==> config.mk <==
export PLATFORM = sky130hd
export DESIGN_NAME = alu_ctrl_decoder_flat
export DESIGN_NICKNAME = d
export VERILOG_FILES = /design/src/rtl/alu_ctrl_decoder_if.sv /design/src/rtl/alu_ctrl_decoder.sv /design/src/flat_wrapper.sv
export SDC_FILE = /design/constraint.sdc
export NUM_CORES = 1
export LEC_CHECK = 0
export BUFFER_PORTS_ARGS = -buffer_cell sky130_fd_sc_hd__clkbuf_2
export CAP_MARGIN = 20
export CORE_ASPECT_RATIO = 1.5
export CORE_UTILIZATION = 49
export CTS_CLUSTER_DIAMETER = 30
export DETAILED_ROUTE_END_ITERATION = 7
export GPL_TIMING_DRIVEN = 0
export HOLD_SLACK_MARGIN = 0.05
export PLACE_DENSITY = 0.8
export SLEW_MARGIN = 20
export SYNTH_ARGS = -nofsm -noshare
export SYNTH_HDL_FRONTEND = slang
export SYNTH_SLANG_ARGS = --single-unit
==> constraint.sdc <==
create_clock -name clk_pi -period 2.8 [get_ports clk_pi]
set_input_delay 0.14 -clock clk_pi [delete_from_list [all_inputs] [get_ports clk_pi]]
set_output_delay 0.14 -clock clk_pi [all_outputs]
set_load 0.01 [all_outputs]
==> src/rtl/alu_ctrl_decoder_if.sv <==
// Instruction handshake, registered ALU controls and flag loop between the decoder and its ALU.
// The decoder is the slave; the instruction source and ALU model together form the master.
interface alu_ctrl_decoder_if #(
   parameter int IW = 16
);
   logic [IW-1:0] instr_pi;
   logic          instr_valid_pi;
   logic          instr_ready_po;
   logic          ctrl_valid_po;
   logic          arith_2op_po;
   logic          arith_1op_po;
   logic [2:0]    alu_func_po;
   logic          addi_po;
   logic          subi_po;
   logic          load_or_store_po;
   logic [5:0]    immediate_po;
   logic          stc_cmd_po;
   logic          stb_cmd_po;
   logic          carry_in_po;
   logic          borrow_in_po;
   logic          carry_out_pi;
   logic          borrow_out_pi;
   logic          halted_po;
   logic          illegal_po;

   modport slave (
      input  instr_pi, instr_valid_pi, carry_out_pi, borrow_out_pi,
      output instr_ready_po, ctrl_valid_po, arith_2op_po, arith_1op_po, alu_func_po,
             addi_po, subi_po, load_or_store_po, immediate_po, stc_cmd_po, stb_cmd_po,
             carry_in_po, borrow_in_po, halted_po, illegal_po
   );

   modport master (
      output instr_pi, instr_valid_pi, carry_out_pi, borrow_out_pi,
      input  instr_ready_po, ctrl_valid_po, arith_2op_po, arith_1op_po, alu_func_po,
             addi_po, subi_po, load_or_store_po, immediate_po, stc_cmd_po, stb_cmd_po,
             carry_in_po, borrow_in_po, halted_po, illegal_po
   );
endinterface

==> src/rtl/alu_ctrl_decoder.sv <==
// Decode stage: registers one-hot ALU controls per accepted instruction and owns carry/borrow flags.
// Optional macro ALU_CTRL_ILLEGAL_TRAP_EN turns undefined encodings into a sticky illegal trap + HALT.
module alu_ctrl_decoder #(
   parameter int IW = 16
) (
   input  logic              clk_pi,
   input  logic              reset_pi,
   alu_ctrl_decoder_if.slave bus
);

   typedef enum logic [1:0] {ST_IDLE, ST_RUN, ST_HALT} state_t;

   typedef struct packed {
      logic       vld;
      logic       arith_2op;
      logic       arith_1op;
      logic [2:0] func;
      logic       addi;
      logic       subi;
      logic       ls;
      logic [5:0] imm;
      logic       stc;
      logic       stb;
      logic       rst_cmd;
      logic       halt;
      logic       illegal;
   } dec_t;

   typedef struct packed {
      logic       vld;
      logic       arith_2op;
      logic       arith_1op;
      logic [2:0] func;
      logic       addi;
      logic       subi;
      logic       ls;
      logic [5:0] imm;
      logic       stc;
      logic       stb;
      logic       rst_cmd;
   } ctl_t;

   function automatic dec_t decode(input logic [IW-1:0] ins);
      dec_t       d;
      logic [3:0] op;
      logic [11:0] cmd;
      d       = '0;
      op      = ins[15:12];
      cmd     = ins[11:0];
      d.vld   = 1'b1;
      case (op)
         4'h1: begin
            d.arith_2op = 1'b1;
            d.func      = ins[2:0];
         end
         4'h2: begin
            d.arith_1op = 1'b1;
            d.func      = ins[2:0];
         end
         4'h3: d.imm = ins[5:0];
         4'h4: begin
            d.addi = 1'b1;
            d.imm  = ins[5:0];
         end
         4'h5: begin
            d.subi = 1'b1;
            d.imm  = ins[5:0];
         end
         4'h6, 4'h7: begin
            d.ls  = 1'b1;
            d.imm = ins[5:0];
         end
         4'hD, 4'hE: d.illegal = 1'b1;
         4'hF: begin
            case (cmd)
               12'h001: d.stc     = 1'b1;
               12'h002: d.stb     = 1'b1;
               12'hAAA: d.rst_cmd = 1'b1;
               12'hFFF: d.halt    = 1'b1;
               default: d.illegal = 1'b1;
            endcase
         end
         default: ;
      endcase
`ifdef ALU_CTRL_ILLEGAL_TRAP_EN
      if (d.illegal) d.vld = 1'b0;
`else
      d.illegal = 1'b0;
`endif
      return d;
   endfunction

   function automatic ctl_t to_ctl(input dec_t d);
      ctl_t c;
      c.vld       = d.vld;
      c.arith_2op = d.arith_2op;
      c.arith_1op = d.arith_1op;
      c.func      = d.func;
      c.addi      = d.addi;
      c.subi      = d.subi;
      c.ls        = d.ls;
      c.imm       = d.imm;
      c.stc       = d.stc;
      c.stb       = d.stb;
      c.rst_cmd   = d.rst_cmd;
      return c;
   endfunction

   state_t r_state;
   state_t w_state_nxt;
   dec_t   w_dec;
   logic   w_ready;
   logic   w_xfer;
   ctl_t   r_ctl_p1;
   logic   r_carry;
   logic   r_borrow;

   assign w_dec   = decode(bus.instr_pi);
   assign w_ready = (r_state == ST_RUN);
   assign w_xfer  = bus.instr_valid_pi & w_ready;

   always_ff @(posedge clk_pi or posedge reset_pi) begin
      if (reset_pi) r_state <= ST_IDLE;
      else          r_state <= w_state_nxt;
   end

   always_comb begin
      w_state_nxt = r_state;
      case (r_state)
         ST_IDLE: w_state_nxt = ST_RUN;
         ST_RUN:  if (w_xfer && (w_dec.halt || w_dec.illegal)) w_state_nxt = ST_HALT;
         ST_HALT: w_state_nxt = ST_HALT;
         default: w_state_nxt = ST_IDLE;
      endcase
   end

   // Stage p1: controls live for exactly one cycle after the accepting edge
   always_ff @(posedge clk_pi or posedge reset_pi) begin
      if (reset_pi)    r_ctl_p1 <= '0;
      else if (w_xfer) r_ctl_p1 <= to_ctl(w_dec);
      else             r_ctl_p1 <= '0;
   end

   // Flag capture closes the loop through the ALU at the edge ending the p1 cycle
   always_ff @(posedge clk_pi or posedge reset_pi) begin
      if (reset_pi) begin
         r_carry  <= 1'b0;
         r_borrow <= 1'b0;
      end else if (r_ctl_p1.vld) begin
         if (r_ctl_p1.rst_cmd) begin
            r_carry  <= 1'b0;
            r_borrow <= 1'b0;
         end else begin
            r_carry  <= bus.carry_out_pi;
            r_borrow <= bus.borrow_out_pi;
         end
      end
   end

`ifdef ALU_CTRL_ILLEGAL_TRAP_EN
   logic r_illegal;

   always_ff @(posedge clk_pi or posedge reset_pi) begin
      if (reset_pi)                       r_illegal <= 1'b0;
      else if (w_xfer && w_dec.illegal)   r_illegal <= 1'b1;
   end

   assign bus.illegal_po = r_illegal;
`else
   assign bus.illegal_po = 1'b0;
`endif

   assign bus.instr_ready_po   = w_ready;
   assign bus.ctrl_valid_po    = r_ctl_p1.vld;
   assign bus.arith_2op_po     = r_ctl_p1.arith_2op;
   assign bus.arith_1op_po     = r_ctl_p1.arith_1op;
   assign bus.alu_func_po      = r_ctl_p1.func;
   assign bus.addi_po          = r_ctl_p1.addi;
   assign bus.subi_po          = r_ctl_p1.subi;
   assign bus.load_or_store_po = r_ctl_p1.ls;
   assign bus.immediate_po     = r_ctl_p1.imm;
   assign bus.stc_cmd_po       = r_ctl_p1.stc;
   assign bus.stb_cmd_po       = r_ctl_p1.stb;
   assign bus.carry_in_po      = r_carry;
   assign bus.borrow_in_po     = r_borrow;
   assign bus.halted_po        = (r_state == ST_HALT);

endmodule
==> src/flat_wrapper.sv <==
// flat-port wrapper written by rule: the top's interface ports become plain ports
module alu_ctrl_decoder_flat 
#(
   parameter int IW = 16
)
  (clk_pi, reset_pi, bus_instr_pi, bus_instr_valid_pi, bus_carry_out_pi, bus_borrow_out_pi, bus_instr_ready_po, bus_ctrl_valid_po, bus_arith_2op_po, bus_arith_1op_po, bus_alu_func_po, bus_addi_po, bus_subi_po, bus_load_or_store_po, bus_immediate_po, bus_stc_cmd_po, bus_stb_cmd_po, bus_carry_in_po, bus_borrow_in_po, bus_halted_po, bus_illegal_po);
  alu_ctrl_decoder_if #(.IW(IW)) bus_i ();
  input  logic clk_pi;
  input  logic reset_pi;
  input wire logic [$bits(bus_i.instr_pi)-1:0] bus_instr_pi;
  input wire logic [$bits(bus_i.instr_valid_pi)-1:0] bus_instr_valid_pi;
  input wire logic [$bits(bus_i.carry_out_pi)-1:0] bus_carry_out_pi;
  input wire logic [$bits(bus_i.borrow_out_pi)-1:0] bus_borrow_out_pi;
  output wire logic [$bits(bus_i.instr_ready_po)-1:0] bus_instr_ready_po;
  output wire logic [$bits(bus_i.ctrl_valid_po)-1:0] bus_ctrl_valid_po;
  output wire logic [$bits(bus_i.arith_2op_po)-1:0] bus_arith_2op_po;
  output wire logic [$bits(bus_i.arith_1op_po)-1:0] bus_arith_1op_po;
  output wire logic [$bits(bus_i.alu_func_po)-1:0] bus_alu_func_po;
  output wire logic [$bits(bus_i.addi_po)-1:0] bus_addi_po;
  output wire logic [$bits(bus_i.subi_po)-1:0] bus_subi_po;
  output wire logic [$bits(bus_i.load_or_store_po)-1:0] bus_load_or_store_po;
  output wire logic [$bits(bus_i.immediate_po)-1:0] bus_immediate_po;
  output wire logic [$bits(bus_i.stc_cmd_po)-1:0] bus_stc_cmd_po;
  output wire logic [$bits(bus_i.stb_cmd_po)-1:0] bus_stb_cmd_po;
  output wire logic [$bits(bus_i.carry_in_po)-1:0] bus_carry_in_po;
  output wire logic [$bits(bus_i.borrow_in_po)-1:0] bus_borrow_in_po;
  output wire logic [$bits(bus_i.halted_po)-1:0] bus_halted_po;
  output wire logic [$bits(bus_i.illegal_po)-1:0] bus_illegal_po;
  assign bus_i.instr_pi = bus_instr_pi;
  assign bus_i.instr_valid_pi = bus_instr_valid_pi;
  assign bus_i.carry_out_pi = bus_carry_out_pi;
  assign bus_i.borrow_out_pi = bus_borrow_out_pi;
  assign bus_instr_ready_po = bus_i.instr_ready_po;
  assign bus_ctrl_valid_po = bus_i.ctrl_valid_po;
  assign bus_arith_2op_po = bus_i.arith_2op_po;
  assign bus_arith_1op_po = bus_i.arith_1op_po;
  assign bus_alu_func_po = bus_i.alu_func_po;
  assign bus_addi_po = bus_i.addi_po;
  assign bus_subi_po = bus_i.subi_po;
  assign bus_load_or_store_po = bus_i.load_or_store_po;
  assign bus_immediate_po = bus_i.immediate_po;
  assign bus_stc_cmd_po = bus_i.stc_cmd_po;
  assign bus_stb_cmd_po = bus_i.stb_cmd_po;
  assign bus_carry_in_po = bus_i.carry_in_po;
  assign bus_borrow_in_po = bus_i.borrow_in_po;
  assign bus_halted_po = bus_i.halted_po;
  assign bus_illegal_po = bus_i.illegal_po;
  alu_ctrl_decoder #(.IW(IW)) u_core (.clk_pi(clk_pi), .reset_pi(reset_pi), .bus(bus_i));
endmodule
==> flow_metrics.env <==
export IMPL_clk_pin_slew_worst_paths_ps=120
export IMPL_syn_num_nets=110
export IMPL_synth_yosys_seq_area_share=0.571
export IMPL_drive_gt1_frac=0.431
export IMPL_yosysTopAreaCellShare=0.571
export IMPL_irDropWorstVdd_mv=0.393
export IMPL_yosysUniqueCellTypes=24
export IMPL_die_y_um=56.3
export IMPL_drt_wl_total_um=1900
export IMPL_critical_path_class="reg2reg"
export IMPL_setup_viol=0
export IMPL_fin_crit_ps=1920
export IMPL_pwr_share_comb=0.248
export IMPL_startpoint_type="flop"
export IMPL_postLayoutCoreUtil=0.715
export IMPL_setup_tns_ps=0
export IMPL_ioPinCount=43
export IMPL_first_iter_violations=20
export IMPL_wl_per_cell_um=12.0
export IMPL_ctsLongestPathBuffers=2
export IMPL_viasPerCell=4.94
export IMPL_fin_skew_ps=10.6
export IMPL_die_x_um=38.2
export IMPL_p_sw_frac=0.273
export IMPL_num_rows=19
export IMPL_final_max_slew_violation_count=0
export IMPL_clkPwrFrac=0.291
export IMPL_p_int_mw=0.597
export IMPL_hp_class="in2reg"
export IMPL_cts_root_buf="clkbuf_4"
export IMPL_hold_violations=0
export IMPL_hpwl_um=1380
export IMPL_synth_area_leaders="dfrtp_1 (57%), buf_4 (7.8%), and2_1 (5.8%)"
export IMPL_numPortBuffers=41
export IMPL_yosysWarningCount=0
export IMPL_ys_ff_latch=22
export IMPL_antenna_cells=0
export IMPL_antenna_found_initial=0
export IMPL_synthToLayoutAreaGrowth_pct=35.7
export IMPL_crit_required_ps=3010
export IMPL_grt_overflow=0
export IMPL_initial_utilization=0.527
export IMPL_syn_cell_area_um2=965
export IMPL_yosysMostFrequentCell="dfrtp_1"
export IMPL_grt_usage=0.208
export IMPL_relSlewSlack=0.484
export IMPL_cp_data_arrival_time_ps=2130
export IMPL_switching_power_mw=0.225
export IMPL_via_count=780
export IMPL_whs_ps=57.9
export IMPL_max_cap_violations=0
export IMPL_power_total_mw=0.821
export IMPL_seqPwrFrac=0.461
export IMPL_cts_inserted_buffers=3
export IMPL_async_reset_ff_frac=1.00
export IMPL_drc=0
export IMPL_synth_cells=86
export IMPL_netlist_top_cells_count="dfrtp_1 (22), buf_4 (10), and2_1 (9)"
export IMPL_finalNetCount=162
export IMPL_post_route_period_util=0.685
export IMPL_firstDrtPassIters=4
export IMPL_synth_avg_cell_area_um2=11.2
export IMPL_synth_edff_count=0
export IMPL_power_density_nw_per_um2=627
export IMPL_synth_largest_area_cell="dfrtp_1"
export IMPL_ys_flop_type="dfrtp_1"
export IMPL_cts_sinks=22
export IMPL_grt_max_degree=23
export IMPL_grt_pass1_vias=799
export IMPL_tightestPinTransition_ps=773
export IMPL_ant_nets=0
export IMPL_clk_latency_ps=310
export IMPL_grt_setup_unrepaired="false"
export IMPL_worstSetupEndpointType="flop"
export IMPL_grt_pass1_wl_um=3130
export IMPL_p_leak_nw=0.727
export IMPL_die_area_um2=2150
export IMPL_max_freq_mhz=521
export IMPL_h_tree_depth=1
export IMPL_path_max_fanout=4
export IMPL_nFillCells=151
export IMPL_status="finished, final reports clean"
export IMPL_coreArea_um2=1830
export IMPL_gp_congestion=0.725
export IMPL_cts_tree="built"
## sequential cells by signal, summed over array words and instances, names as in the netlist
| register | cells |
|---|---|
| u_core.bus.stb_cmd_po | 1 |
| u_core.bus.arith_2op_po | 1 |
| u_core.bus.immediate_po | 6 |
| u_core.bus.load_or_store_po | 1 |
| u_core.r_ctl_p1 | 1 |
| u_core.bus.subi_po | 1 |
| u_core.bus.stc_cmd_po | 1 |
| u_core.bus.arith_1op_po | 1 |
| u_core.bus.alu_func_po | 3 |
| u_core.bus.carry_in_po | 1 |
| u_core.r_state | 2 |
| u_core.bus.ctrl_valid_po | 1 |
| u_core.bus.borrow_in_po | 1 |
| u_core.bus.addi_po | 1 |
## per-layer routing
| layer | track usage | share of wire | vias up |
|---|---|---|---|
| li1 | - | - | 385 |
| met1 | 0.198 | 0.36 | 364 |
| met2 | 0.392 | 0.57 | 26 |
| met3 | 0.0277 | 0.040 | 5 |
| met4 | 0.107 | 0.025 | 0 |
| met5 | 0 | 0 | - |
## stage by stage
step / worst slack (ps) / instances / cell area, um2
detailed placement: 892 / 148 / 1200
global route: 771 / 158 / 1310
floorplan: 969 / 86 / 965
global placement: 937 / 148 / 1200
finish: 881 / 158 / 1310
CTS: 866 / 158 / 1310
## final timing paths
kind	from	endpoint	slack, ps	depth (start not counted)
max in group asynchronous	reset_pi	u_core.bus.stc_cmd_po	1830	3
min	bus_instr_pi[0]	u_core.bus.stb_cmd_po	60	2
min in group asynchronous	reset_pi	u_core.bus.subi_po	480	3
max	u_core.r_state[1]	u_core.r_state[1]	880	6
min reg2reg	u_core.r_ctl_p1[0]	u_core.bus.borrow_in_po	460	1
max reg2reg	u_core.r_state[1]	u_core.r_state[1]	880	6
## worst max-delay path, cell delays in order (launching register included)
cell	delay (ps)
dfrtp_1	430
inv_1	90
ha_1	220
nand4_1	140
or4_1	440
o21ai_2	160
mux2_2	350
## cells in the final DEF (no fill, tap or decap), drive strengths merged, types with 3 or more instances in the layout
| cell type | instances |
|---|---|
| and2 | 9 |
| buf | 10 |
| clkbuf | 44 |
| dfrtp | 22 |
| dlygate4sd3 | 6 |
| ha | 3 |
| inv | 6 |
| nand2 | 4 |
| nand3 | 3 |
| nor2 | 3 |
| nor3 | 3 |
| nor4 | 3 |
## power by group through the flow
stage | clock network (mW) | registers (mW) | logic, mW
6_report | 0.239 | 0.379 | 0.204
5_1_grt | 0.254 | 0.383 | 0.230
4_1_cts | 0.242 | 0.379 | 0.202
3_5_place_dp | 0 | 0.386 | 0.195
3_3_place_gp | 0 | 0.381 | 0.186
2_1_floorplan | 0 | 0.389 | 0.114
## area by class of cell
type	instances	area [um2]	share of cell area
Buffer	10	75.1	0.0574
Clock buffer	3	22.5	0.0172
Clock inverter	1	30.0	0.0229
Inverter	6	22.5	0.0172
Multi-Input combinational cell	48	317	0.242
Sequential cell	22	551	0.421
Tap cell	21	26.3	0.0201
Timing Repair Buffer	47	265	0.203
## timing repair
action                    in CTS  in global routing
resized for setup              0                  0
hold buffers                   6                  0
hold endpoints to repair      27                  0
setup buffers                  0                  0
## cell families after synthesis
logic type / synth area share
AOI/OAI and AO/OA: 0.0350
adders and majority gates: 0.0389
buffers and inverters: 0.101
DFF: 0.571
muxes: 0.0233
other: 0.00389
and+or+nand+nor: 0.227
No activity file was read; power rests on OpenSTA's default activity.
